--- src/rtl/wb_arbiter2_pkg.sv ---
// Shared types and helpers for the two-master Wishbone classic arbiter.
// Arbiter states, master indices and the request tie-break function.
package wb_arb_pkg;

    typedef enum logic [1:0] {
        IDLE = 2'd0,
        GNT0 = 2'd1,
        GNT1 = 2'd2,
        TOUT = 2'd3
    } arb_state_e;

    localparam logic M_IBUS = 1'b0;
    localparam logic M_DBUS = 1'b1;

    localparam int CNT_W = 16;

    // Index of the master to grant from IDLE; only meaningful when a request is present.
    function automatic logic pick_master(input logic req0, input logic req1,
                                         input logic fixed_prio, input logic last_gnt);
        if (req0 && req1)
            return fixed_prio ? M_DBUS : ~last_gnt;
        return req1 ? M_DBUS : M_IBUS;
    endfunction

endpackage

--- src/rtl/wb_arbiter2_if.sv ---
// Wishbone classic bus bundle. The master modport is held by whoever initiates
// cycles (the CPU buses, and the arbiter towards the shared slave).
interface wb_arbiter2_if #(
    parameter int AW = 32,
    parameter int DW = 32
);
    logic [AW-1:0]   adr;
    logic [DW-1:0]   dat_w;
    logic [DW-1:0]   dat_r;
    logic [DW/8-1:0] sel;
    logic            we;
    logic            cyc;
    logic            stb;
    logic            ack;
    logic            err;

    modport master (output adr, dat_w, sel, we, cyc, stb,
                    input  dat_r, ack, err);

    modport slave  (input  adr, dat_w, sel, we, cyc, stb,
                    output dat_r, ack, err);
endinterface

--- src/rtl/wb_arbiter2.sv ---
// Two-master, one-slave Wishbone classic arbiter with registered, cyc-locked grants.
// Optional stalled-slave watchdog is enabled by defining WB_ARB_TIMEOUT_EN.
module wb_arbiter2
    import wb_arb_pkg::*;
#(
    parameter int AW      = 32,
    parameter int DW      = 32,
    parameter int PRIO    = 0,
    parameter int TIMEOUT = 255
) (
    input  logic          clk,
    input  logic          reset,
    wb_arbiter2_if.slave  m0,
    wb_arbiter2_if.slave  m1,
    wb_arbiter2_if.master s
);

    arb_state_e state_q, state_d;
    logic       last_gnt_q, last_gnt_d;
    logic       pick;
    logic       timeout_hit;

    assign pick = pick_master(m0.cyc, m1.cyc, PRIO != 0, last_gnt_q);

`ifdef WB_ARB_TIMEOUT_EN
    logic [CNT_W-1:0] cnt_q, cnt_d;
    logic             stall;

    assign stall = ((state_q == GNT0 && m0.stb) || (state_q == GNT1 && m1.stb)) && !s.ack;
    // Fire on the edge that would bring the count to TIMEOUT, so the slave sees exactly TIMEOUT stalled cycles.
    assign timeout_hit = stall && (cnt_q == CNT_W'(TIMEOUT - 1));

    always_comb begin
        cnt_d = '0;
        if (stall)
            cnt_d = cnt_q + 1'b1;
    end

    always_ff @(posedge clk or posedge reset) begin
        if (reset)
            cnt_q <= '0;
        else
            cnt_q <= cnt_d;
    end
`else
    assign timeout_hit = 1'b0;
`endif

    always_ff @(posedge clk or posedge reset) begin
        if (reset) begin
            state_q    <= IDLE;
            last_gnt_q <= 1'b1;
        end else begin
            state_q    <= state_d;
            last_gnt_q <= last_gnt_d;
        end
    end

    always_comb begin
        state_d    = state_q;
        last_gnt_d = last_gnt_q;
        unique case (state_q)
            IDLE: begin
                if (m0.cyc || m1.cyc) begin
                    state_d    = pick ? GNT1 : GNT0;
                    last_gnt_d = pick;
                end
            end
            GNT0: begin
                if (!m0.cyc)
                    state_d = IDLE;
                else if (timeout_hit)
                    state_d = TOUT;
            end
            GNT1: begin
                if (!m1.cyc)
                    state_d = IDLE;
                else if (timeout_hit)
                    state_d = TOUT;
            end
            TOUT:    state_d = IDLE;
            default: state_d = IDLE;
        endcase
    end

    // Outputs are a pure function of state so an async reset silences the bus immediately.
    always_comb begin
        s.adr    = '0;
        s.dat_w  = '0;
        s.sel    = '0;
        s.we     = 1'b0;
        s.cyc    = 1'b0;
        s.stb    = 1'b0;
        m0.dat_r = '0;
        m0.ack   = 1'b0;
        m0.err   = 1'b0;
        m1.dat_r = '0;
        m1.ack   = 1'b0;
        m1.err   = 1'b0;
        unique case (state_q)
            GNT0: begin
                s.adr    = m0.adr;
                s.dat_w  = m0.dat_w;
                s.sel    = m0.sel;
                s.we     = m0.we;
                s.cyc    = m0.cyc;
                s.stb    = m0.stb;
                m0.dat_r = s.dat_r;
                m0.ack   = s.ack;
            end
            GNT1: begin
                s.adr    = m1.adr;
                s.dat_w  = m1.dat_w;
                s.sel    = m1.sel;
                s.we     = m1.we;
                s.cyc    = m1.cyc;
                s.stb    = m1.stb;
                m1.dat_r = s.dat_r;
                m1.ack   = s.ack;
            end
`ifdef WB_ARB_TIMEOUT_EN
            TOUT: begin
                m0.err = (last_gnt_q == M_IBUS);
                m1.err = (last_gnt_q == M_DBUS);
            end
`endif
            default: ;
        endcase
    end

endmodule

--- src/flat_wrapper.sv ---
// flat-port wrapper written by rule: the top's interface ports become plain ports
module wb_arbiter2_flat import wb_arb_pkg::*;
#(
    parameter int AW      = 32,
    parameter int DW      = 32,
    parameter int PRIO    = 0,
    parameter int TIMEOUT = 255
)
  (clk, reset, m0_adr, m0_dat_w, m0_sel, m0_we, m0_cyc, m0_stb, m0_dat_r, m0_ack, m0_err, m1_adr, m1_dat_w, m1_sel, m1_we, m1_cyc, m1_stb, m1_dat_r, m1_ack, m1_err, s_adr, s_dat_w, s_sel, s_we, s_cyc, s_stb, s_dat_r, s_ack, s_err);
  wb_arbiter2_if #(.AW(AW), .DW(DW)) m0_i ();
  wb_arbiter2_if #(.AW(AW), .DW(DW)) m1_i ();
  wb_arbiter2_if #(.AW(AW), .DW(DW)) s_i ();
  input  logic clk;
  input  logic reset;
  input wire logic [$bits(m0_i.adr)-1:0] m0_adr;
  input wire logic [$bits(m0_i.dat_w)-1:0] m0_dat_w;
  input wire logic [$bits(m0_i.sel)-1:0] m0_sel;
  input wire logic [$bits(m0_i.we)-1:0] m0_we;
  input wire logic [$bits(m0_i.cyc)-1:0] m0_cyc;
  input wire logic [$bits(m0_i.stb)-1:0] m0_stb;
  output wire logic [$bits(m0_i.dat_r)-1:0] m0_dat_r;
  output wire logic [$bits(m0_i.ack)-1:0] m0_ack;
  output wire logic [$bits(m0_i.err)-1:0] m0_err;
  input wire logic [$bits(m1_i.adr)-1:0] m1_adr;
  input wire logic [$bits(m1_i.dat_w)-1:0] m1_dat_w;
  input wire logic [$bits(m1_i.sel)-1:0] m1_sel;
  input wire logic [$bits(m1_i.we)-1:0] m1_we;
  input wire logic [$bits(m1_i.cyc)-1:0] m1_cyc;
  input wire logic [$bits(m1_i.stb)-1:0] m1_stb;
  output wire logic [$bits(m1_i.dat_r)-1:0] m1_dat_r;
  output wire logic [$bits(m1_i.ack)-1:0] m1_ack;
  output wire logic [$bits(m1_i.err)-1:0] m1_err;
  output wire logic [$bits(s_i.adr)-1:0] s_adr;
  output wire logic [$bits(s_i.dat_w)-1:0] s_dat_w;
  output wire logic [$bits(s_i.sel)-1:0] s_sel;
  output wire logic [$bits(s_i.we)-1:0] s_we;
  output wire logic [$bits(s_i.cyc)-1:0] s_cyc;
  output wire logic [$bits(s_i.stb)-1:0] s_stb;
  input wire logic [$bits(s_i.dat_r)-1:0] s_dat_r;
  input wire logic [$bits(s_i.ack)-1:0] s_ack;
  input wire logic [$bits(s_i.err)-1:0] s_err;
  assign m0_i.adr = m0_adr;
  assign m0_i.dat_w = m0_dat_w;
  assign m0_i.sel = m0_sel;
  assign m0_i.we = m0_we;
  assign m0_i.cyc = m0_cyc;
  assign m0_i.stb = m0_stb;
  assign m0_dat_r = m0_i.dat_r;
  assign m0_ack = m0_i.ack;
  assign m0_err = m0_i.err;
  assign m1_i.adr = m1_adr;
  assign m1_i.dat_w = m1_dat_w;
  assign m1_i.sel = m1_sel;
  assign m1_i.we = m1_we;
  assign m1_i.cyc = m1_cyc;
  assign m1_i.stb = m1_stb;
  assign m1_dat_r = m1_i.dat_r;
  assign m1_ack = m1_i.ack;
  assign m1_err = m1_i.err;
  assign s_adr = s_i.adr;
  assign s_dat_w = s_i.dat_w;
  assign s_sel = s_i.sel;
  assign s_we = s_i.we;
  assign s_cyc = s_i.cyc;
  assign s_stb = s_i.stb;
  assign s_i.dat_r = s_dat_r;
  assign s_i.ack = s_ack;
  assign s_i.err = s_err;
  wb_arbiter2 #(.AW(AW), .DW(DW), .PRIO(PRIO), .TIMEOUT(TIMEOUT)) u_core (.clk(clk), .reset(reset), .m0(m0_i), .m1(m1_i), .s(s_i));
endmodule
--- config.mk ---
export PLATFORM = sky130hd
export DESIGN_NAME = wb_arbiter2_flat
export DESIGN_NICKNAME = d
export VERILOG_FILES = /design/src/rtl/wb_arbiter2_pkg.sv /design/src/rtl/wb_arbiter2_if.sv /design/src/rtl/wb_arbiter2.sv /design/src/flat_wrapper.sv
export SDC_FILE = /design/constraint.sdc
export NUM_CORES = 1
export LEC_CHECK = 0
export ABC_CLOCK_PERIOD_IN_PS = 2000
export BUFFER_PORTS_ARGS = -buffer_cell sky130_fd_sc_hd__buf_2
export CORE_AREA = 2 2 125 127
export DETAILED_ROUTE_END_ITERATION = 8
export DIE_AREA = 0 0 127 129
export MAX_ROUTING_LAYER = met4
export PLACE_DENSITY_LB_ADDON = 0.12
export REMOVE_ABC_BUFFERS = 1
export SLEW_MARGIN = 20
export SYNTH_ARGS = -nofsm -noshare
export SYNTH_HDL_FRONTEND = slang
export SYNTH_SLANG_ARGS = --single-unit
--- constraint.sdc ---
create_clock -name clk -period 2 [get_ports clk]
set_clock_uncertainty 0.15 [all_clocks]
set_input_delay 0.4 -clock clk [delete_from_list [all_inputs] [get_ports clk]]
set_output_delay 0.4 -clock clk [all_outputs]
set_load 0.01 [all_outputs]
# ---- Yosys cells after proc, flatten, opt, wreduce, memory -nomap -nowiden
# Index checks and enable logic that the tools add are counted.
dict set report classes {
  n_reduce_logical 5
  n_mux 19
  eq_ne 6
  bitwise_logic 1
}
# operator n
set ops {}
lappend ops {{$pmux W32 S2} 2}
lappend ops {{$mux W32} 2}
lappend ops {{$mux W2} 4}
lappend ops {{$pmux W2 S4} 1}
lappend ops {{$pmux W4 S2} 1}
lappend ops {{$mux W1} 6}
lappend ops {{$pmux W1 S2} 3}
lappend ops {{$eq A2 B2 Y1 const B} 2}
lappend ops {{$ne A2 B2 Y1 const B} 2}
lappend ops {{$reduce_and A3 Y1} 1}
lappend ops {{$eq A2 B1 Y1 const B} 1}
lappend ops {{$logic_not A2 Y1} 1}
lappend ops {{$ne A2 B1 Y1 const B} 1}
lappend ops {{$reduce_and A2 Y1} 1}
lappend ops {{$logic_and A1 B1 Y1} 1}
lappend ops {{$logic_or A1 B1 Y1} 1}
lappend ops {{$not A1 Y1} 1}
dict set report word_totals {
  out_inout_bits 139
  ff_bits 3
  word_cells 33
}

# ---- Logic depth before layout (Yosys ltp)
# Gate-level depths: netlist (run 1).
dict set report logic_depth {
  ltp_word 6
  depth_mapped 7
  ltp_nobuf 5
}

# ---- Worst setup path after synthesis (run 1)
# OpenSTA, ideal clock, no wires.
dict set report synth_timing {
  path_kind {reg2out}
  start {reg u_core.state_q[0]}
  end {out s_dat_w[19]}
  setup_slack_ps 128
  n_path_buf 3
  stages_incl_launch_ff 8
  arrival_ps 1322
  cell_sequence {dfrtp_1 -> inv_1 -> ha_1 -> buf_6 -> buf_4 -> buf_2 -> a22oi_1 -> nor2b_1}
}
dict set report synth_via {
  elab_chain_cells 2
}
# item line_no
set synth_rtl {}
lappend synth_rtl {{start, declared} wb_arbiter2.sv:18} ;# arb_state_e state_q, state_d;
lappend synth_rtl {{start signal, assigned} wb_arbiter2.sv:54} ;# state_q <= state_d;
lappend synth_rtl {{$eq A2 B2 Y1 or $eq A2 B1 Y1 (tied branches)} wb_arbiter2.sv:100} ;# unique case (state_q)
lappend synth_rtl {{$pmux W32 S2 *} wb_arbiter2.sv:100}
lappend synth_rtl {{end, declared} flat_wrapper.sv:34} ;# output wire logic [$bits(s_i.dat_w)-1:0] s_dat_w;
# Mark *: on every way between the ends. The rest lies on a longest branch, timed or not.

# ---- Worst setup path in the final report (run 1)
dict set report layout_timing {
  start {reg u_core.state_q[1]}
  end {out s_adr[31]}
}
dict set report layout_via {
  elab_chain_cells 2
}
# item line_no
set layout_rtl {}
lappend layout_rtl {{$eq A2 B2 Y1 or $eq A2 B1 Y1 (tied branches)} wb_arbiter2.sv:100}
lappend layout_rtl {{$pmux W32 S2 *} wb_arbiter2.sv:100}
lappend layout_rtl {{end, declared} flat_wrapper.sv:33} ;# output wire logic [$bits(s_i.adr)-1:0] s_adr;
# Marks and branches as above.

==> results of run 1 <==
## final cells by class
class | count | area [µm²]
flip-flops and latches | 3 | 76.32
inverters | 3 | 11.26
fillers | 1685 | 11000
repair buffers | 331 | 1908
well taps | 188 | 235.2
clock buffers | 4 | 78.83
multi-input cells | 223 | 1665
## worst max-delay path: stages, from the launching register on
cell,delay (ns)
dfrtp_1,0.39
buf_4,0.15
ha_4,0.20
buf_12,0.17
a22oi_1,0.21
nor2b_1,0.07
buf_2,0.14
## metrics by stage
stage / hold WS, ns / TNS, ns / power, µW / instances
detailed placement: 0.1234 / 0 / 4379 / 742
global route: 0.2712 / -18.91 / 5744 / 752
finish: 0.2549 / -9.481 / 5323 / 752
global placement: 0.1186 / 0 / 4384 / 742
floorplan: 0.002918 / -154.15 / 2499 / 229
CTS: 0.2523 / -11.05 / 5217 / 750
## synth_stat cells
cell      count  area, µm²
a21boi_0      1      7.510
a21boi_4      1      18.77
a21oi_1       1      5.000
a22oi_1      70      525.5
a22oi_4       1      21.27
a31oi_1       1      6.260
and2_1       66      412.9
buf_2        10      50.05
buf_4         8      60.06
buf_6         2      22.52
clkbuf_1     11      41.29
clkbuf_2      2      10.01
conb_1        1      3.750
dfrtp_1       2      50.05
dfstp_2       1      26.28
ha_1          4      50.05
inv_1         3      11.26
mux2_4        1      15.01
nand2_1       1      3.750
nand4_1       1      6.260
nor2_1        1      3.750
nor2b_1      71      444.2
o21ai_0       1      5.000
## worst min path at each step
stage	start	endpoint	slack [ns]
after floorplan	reset	u_core.state_q[0]	0.003
after global placement	reset	u_core.state_q[1]	0.12
after detailed placement	reset	u_core.state_q[0]	0.12
after CTS	m0_cyc	u_core.last_gnt_q	0.25
after global routing	m0_cyc	u_core.last_gnt_q	0.27
final	m0_cyc	u_core.last_gnt_q	0.25
## layout by cell type (no fill, tap or decap), types with 3 or more instances in the layout
| cell | netlist | routed |
|---|---|---|
| nor2b_1 | 71 | 69 |
| buf_6 | 2 | 9 |
| a22oi_1 | 70 | 55 |
| and2_1 | 66 | 60 |
| ha_4 | 0 | 3 |
| and2_4 | 0 | 6 |
| buf_4 | 8 | 5 |
| a22oi_2 | 0 | 15 |
| clkbuf_16 | 0 | 4 |
| buf_2 | 10 | 306 |
| buf_12 | 0 | 5 |
## power groups by stage
stage               logic [µW]  clock network, µW  registers, µW
finish                    4880                323            124
global route              5290                330            128
CTS                       4770                327            123
detailed placement        4260                  0            117
global placement          4260                  0            119
floorplan                 2380                  0            114
## kinds of logic after synthesis
logic type	after synthesis	synth area share, %
fa+ha+maj	4	2.780
buf+inv	36	10.84
flops	3	4.239
other cells	1	0.2083
compound gates	76	32.73
mux	1	0.8337
simple gates	140	48.37
## sequential cells by signal, summed over array words and instances (netlist names)
register,cells
u_core.last_gnt_q,1
u_core.state_q,2
## per-layer routing
layer / routed length [µm] / up-vias / GRT usage [%]
met5: 0 / - / -
met4: 49 / 0 / 1.099
met2: 5819 / 154 / 22.58
met1: 4195 / 1398 / 12.96
met3: 687 / 4 / 1.663
li1: - / 1506 / -
## repair_timing
item,in CTS,in global routing
hold buffers,1,0
pin swaps,1,2
setup buffers,0,1
gates resized for setup,14,26
setup endpoints to repair,137,137
gates cloned,3,1
endpoints found under the hold margin,2,0
==> flow_metrics.tcl, run 1 <==
set metrics [dict create \
    drc 0 \
    wirelength_um 10750 \
    syn_area_um2 1800 \
    clkTransAtPathRegs_ns 0.03 \
    r2r_cells 6 \
    cts_buffers 3 \
    setup_violations 129 \
    crit_start "u_core.state_q[1]" \
    p_seq_share_pct 2.3 \
    p_clk_share_pct 6.1 \
    core-area_um2 14980 \
    yosysSeqAreaShare_pct 4.239 \
    maxSlewViolCount 0 \
    htreeDepth 1 \
    clock.fmax_mhz 471.4 \
    yosysUniqueCellTypes 23 \
    outcome "complete, but fails checks" \
    fin_ws_ns -0.1214 \
    rr_startpoint "u_core.state_q[1]" \
    placed_cell_area_um2 3602 \
    setup.worst_path.end_class "primary output" \
    insertedDiodeCount 0 \
    antenna_found_initial 0 \
    hold_viol_final 0 \
    place_congestion 0.7916 \
    leakagePower_uw 0.002175 \
    rsz0062_at_grt "yes" \
    intPower_uw 2803 \
    nNetsFinal 747 \
    hold_class "in2reg" \
    final_area_um2 3975 \
    die_y_um 129 \
    grt.overflow.total 0 \
    clock_sinks 3 \
    io_buffers 313 \
    crit_type "reg2out" \
    grt_max_degree 33 \
    fin_util_pct 26.54 \
    cts_buffer_depth 2 \
    first_global_vias 2774 \
    synth_cells 261 \
    peakVddDrop_uv 533.1 \
    rrSetupSlack_ns 0.09 \
    reg2reg_to "u_core.state_q[0]" \
    syn_area_per_cell_um2 6.898 \
    crit_fanout 29 \
    drt-pass1-iter-count 6 \
    synth-seq-cells 3 \
    preCtsSetupSlack_ns 0.03889 \
    rows 45 \
    max-cap-violations 0 \
    worstPathArrival_ns 1.57 \
    hpwl_um 8050 \
    wire_per_inst_um 14.30 \
    num_io_pins 317 \
    holdPathStages 2 \
    ant_nets 0 \
    violations "negative setup slack" \
    cts_tree "yes" \
    p_comb_share_pct 91.6 \
    drt_iter0_drc 93 \
    die_x_um 127 \
    syn2layout_area_growth_pct 120.8 \
    root_buffer "clkbuf_16" \
    p_sw_uw 2520 \
    startpoint_type "flip-flop" \
    endpoint "s_adr[31]" \
    viasPerCell 4.072 \
    die-area_um2 16380 \
    sw_frac_of_total_pct 47.34 \
    cp.required_ns 1.45 \
    start_util_pct 12.02 \
    finalCritPeriodShare_pct 106.1 \
    period_needed_ns 2.121 \
    yosysWarnings 0 \
    grt.total_usage_pct 11.60 \
    drive_above_1_share_pct 64.72 \
    worstSkewPairLatency_ns 0.22 \
    cellPowerDensity_nw_per_um2 1339 \
    vias 3062 \
    grt_pass1_wl_um 14700 \
]
No activity file was read; power rests on OpenSTA's default activity.
==> run 2: changes to the inputs <==
--- a/config.mk
+++ b/config.mk
@@ -13,6 +13,7 @@
 export MAX_ROUTING_LAYER = met4
 export PLACE_DENSITY_LB_ADDON = 0.12
 export REMOVE_ABC_BUFFERS = 1
+export SKIP_LAST_GASP = 1
 export SLEW_MARGIN = 20
 export SYNTH_ARGS = -nofsm -noshare
 export SYNTH_HDL_FRONTEND = slang
==> run 2 against run 1 <==
  * The run still ends with negative setup slack left
  * Final cell count stayed put
  * Register-to-register slack hardly changed
  * Routed wire length hardly changed
  * Clock-buffer cell count stayed put
  * Maximum frequency is 0.15% higher
  * Clock power hardly changed
  * Non-clock buffer count stayed put
  * Hold slack hardly changed
  * Via count hardly changed
  * Global-route usage hardly changed
==> flow_metrics.tcl, run 2 (same netlist as run 1, synthesis figures left out) <==
set metrics [dict create \
    outcome "complete, but fails checks" \
    violations "negative setup slack" \
    cts_buffers 3 \
    wirelength_um 10740 \
    drt_iter0_drc 91 \
    rows 45 \
    maxSlewViolCount 0 \
    power_uw 5222 \
    drive_above_1_share_pct 62.77 \
    p_clk_share_pct 6.2 \
    biggestRegsByFlops "u_core.state_q: 2 flops, u_core.last_gnt_q: 1 flops" \
    fin_ws_ns -0.1182 \
    routed.top_layer "met4" \
    setup_violations 131 \
    wire_per_inst_um 14.29 \
    layout_common_cells "buf_2 (313), nor2b_1 (69), and2_1 (66), a22oi_1 (60), a22oi_2 (10)" \
    max-cap-violations 0 \
    p_sw_uw 2490 \
    insertedDiodeCount 0 \
    cts_tree "yes" \
    vias 3063 \
    die_x_um 127 \
    nNetsFinal 747 \
    finalSetupTns_ns -9.303 \
    hpwl_um 8050 \
    p_seq_share_pct 2.4 \
    rsz0062_at_grt "yes" \
    place_congestion 0.7916 \
    peakVddDrop_uv 541.6 \
    met1_length_um 4184 \
    wl_met3_um 674 \
    intPower_uw 2731 \
    drt-pass1-iter-count 6 \
    finalCritPeriodShare_pct 105.9 \
    num_io_pins 317 \
    grt_pass1_wl_um 14680 \
    sw_frac_of_total_pct 47.69 \
    grt_max_degree 33 \
    first_global_vias 2768 \
    hold_viol_final 0 \
    startpoint_type "flip-flop" \
    io_buffers 313 \
    crit_fanout 29 \
    clock.fmax_mhz 472.1 \
    p_comb_share_pct 91.5 \
    htreeDepth 1 \
    final_common_cell "buf_2" \
    period_needed_ns 2.118 \
    clkTransAtPathRegs_ns 0.03 \
    die-area_um2 16380 \
    viasPerCell 4.073 \
    clock_sinks 3 \
    worstPathArrival_ns 1.57 \
    wl_met2_um 5834 \
    syn2layout_area_growth_pct 116.3 \
    start_util_pct 12.02 \
    setup.worst_path.end_class "primary output" \
    drc 0 \
    leakagePower_uw 0.002159 \
    die_y_um 129 \
    top_register "u_core.state_q" \
    core-area_um2 14980 \
    grt.overflow.total 0 \
    cellPowerDensity_nw_per_um2 1341 \
    crit_type "reg2out" \
    rrSetupSlack_ns 0.10 \
    antenna_found_initial 0 \
    hold_class "in2reg" \
    largest_reg_flops 2 \
    cts_buffer_depth 2 \
    cp.required_ns 1.45 \
    root_buffer "clkbuf_16" \
    grt.total_usage_pct 11.58 \
    worstSkewPairLatency_ns 0.22 \
    ant_nets 0 \
]
-- run 2: cell counts in the layout (fill, tap and decap cells not counted) --
No cell type changed its count.
-- run 2: final timing paths --
path                                    from                 to  cells after the start
max                        u_core.state_q[1]          s_adr[24]                      6
min                                   m0_cyc  u_core.last_gnt_q                      2
max reg2reg                u_core.state_q[1]  u_core.state_q[0]                      6
min reg2reg                u_core.last_gnt_q  u_core.last_gnt_q                      1
max in group asynchronous              reset  u_core.last_gnt_q                      3
min in group asynchronous              reset  u_core.state_q[0]                      3
-- run 2: repair_timing --
action,4_1_cts,5_1_grt
endpoints found under the hold margin,2,0
cloned,3,1
hold buffers,1,0
gates resized for setup,11,11
endpoints found under the setup margin,137,137
buffers inserted,0,1
pin swaps,1,1
-- run 2: per-stage QoR --
| stage | instances | hold slack (ns) | setup WS (ns) | cell area (µm²) | util [%] |
|---|---|---|---|---|---|
| after global placement | 742 | 0.1186 | 0.02489 | 3602 | 24.05 |
| after global routing | 752 | 0.2712 | -0.2197 | 3895 | 26.01 |
| after detailed placement | 742 | 0.1234 | 0.03889 | 3602 | 24.05 |
| after floorplan | 229 | 0.002918 | -1.208 | 1620 | - |
| final | 752 | 0.2553 | -0.1182 | 3895 | 26.01 |
| after CTS | 750 | 0.2523 | -0.1357 | 3819 | 25.50 |
-- run 2: final cells by class --
class	count	area (µm²)
Timing Repair Buffer	331	1868
Inverter	3	11.26
Sequential cell	3	76.32
Multi-Input combinational cell	223	1625
Fill cell	1691	11080
Tap cell	188	235.2
Clock buffer	4	78.83
-- run 2: critical path, stage by stage (launching register included) --
cell     delay [ns]
dfrtp_1        0.39
buf_4          0.15
ha_4           0.20
buf_12         0.17
a22oi_1        0.21
nor2b_2        0.07
buf_2          0.14
-- run 2: power groups by stage --
| stage | Sequential, µW | Combinational, µW | Clock (µW) |
|---|---|---|---|
| after floorplan | 114 | 2380 | 0 |
| after global placement | 119 | 4260 | 0 |
| after detailed placement | 117 | 4260 | 0 |
| after CTS | 123 | 4750 | 327 |
| after global routing | 128 | 5190 | 330 |
| final | 124 | 4780 | 322 |
-- run 2: routing by layer --
metal  track usage [%]  up-vias
li1                  -     1505
met1             12.93     1405
met2             22.55      149
met3             1.663        4
met4             1.099        0
met5                 -        -
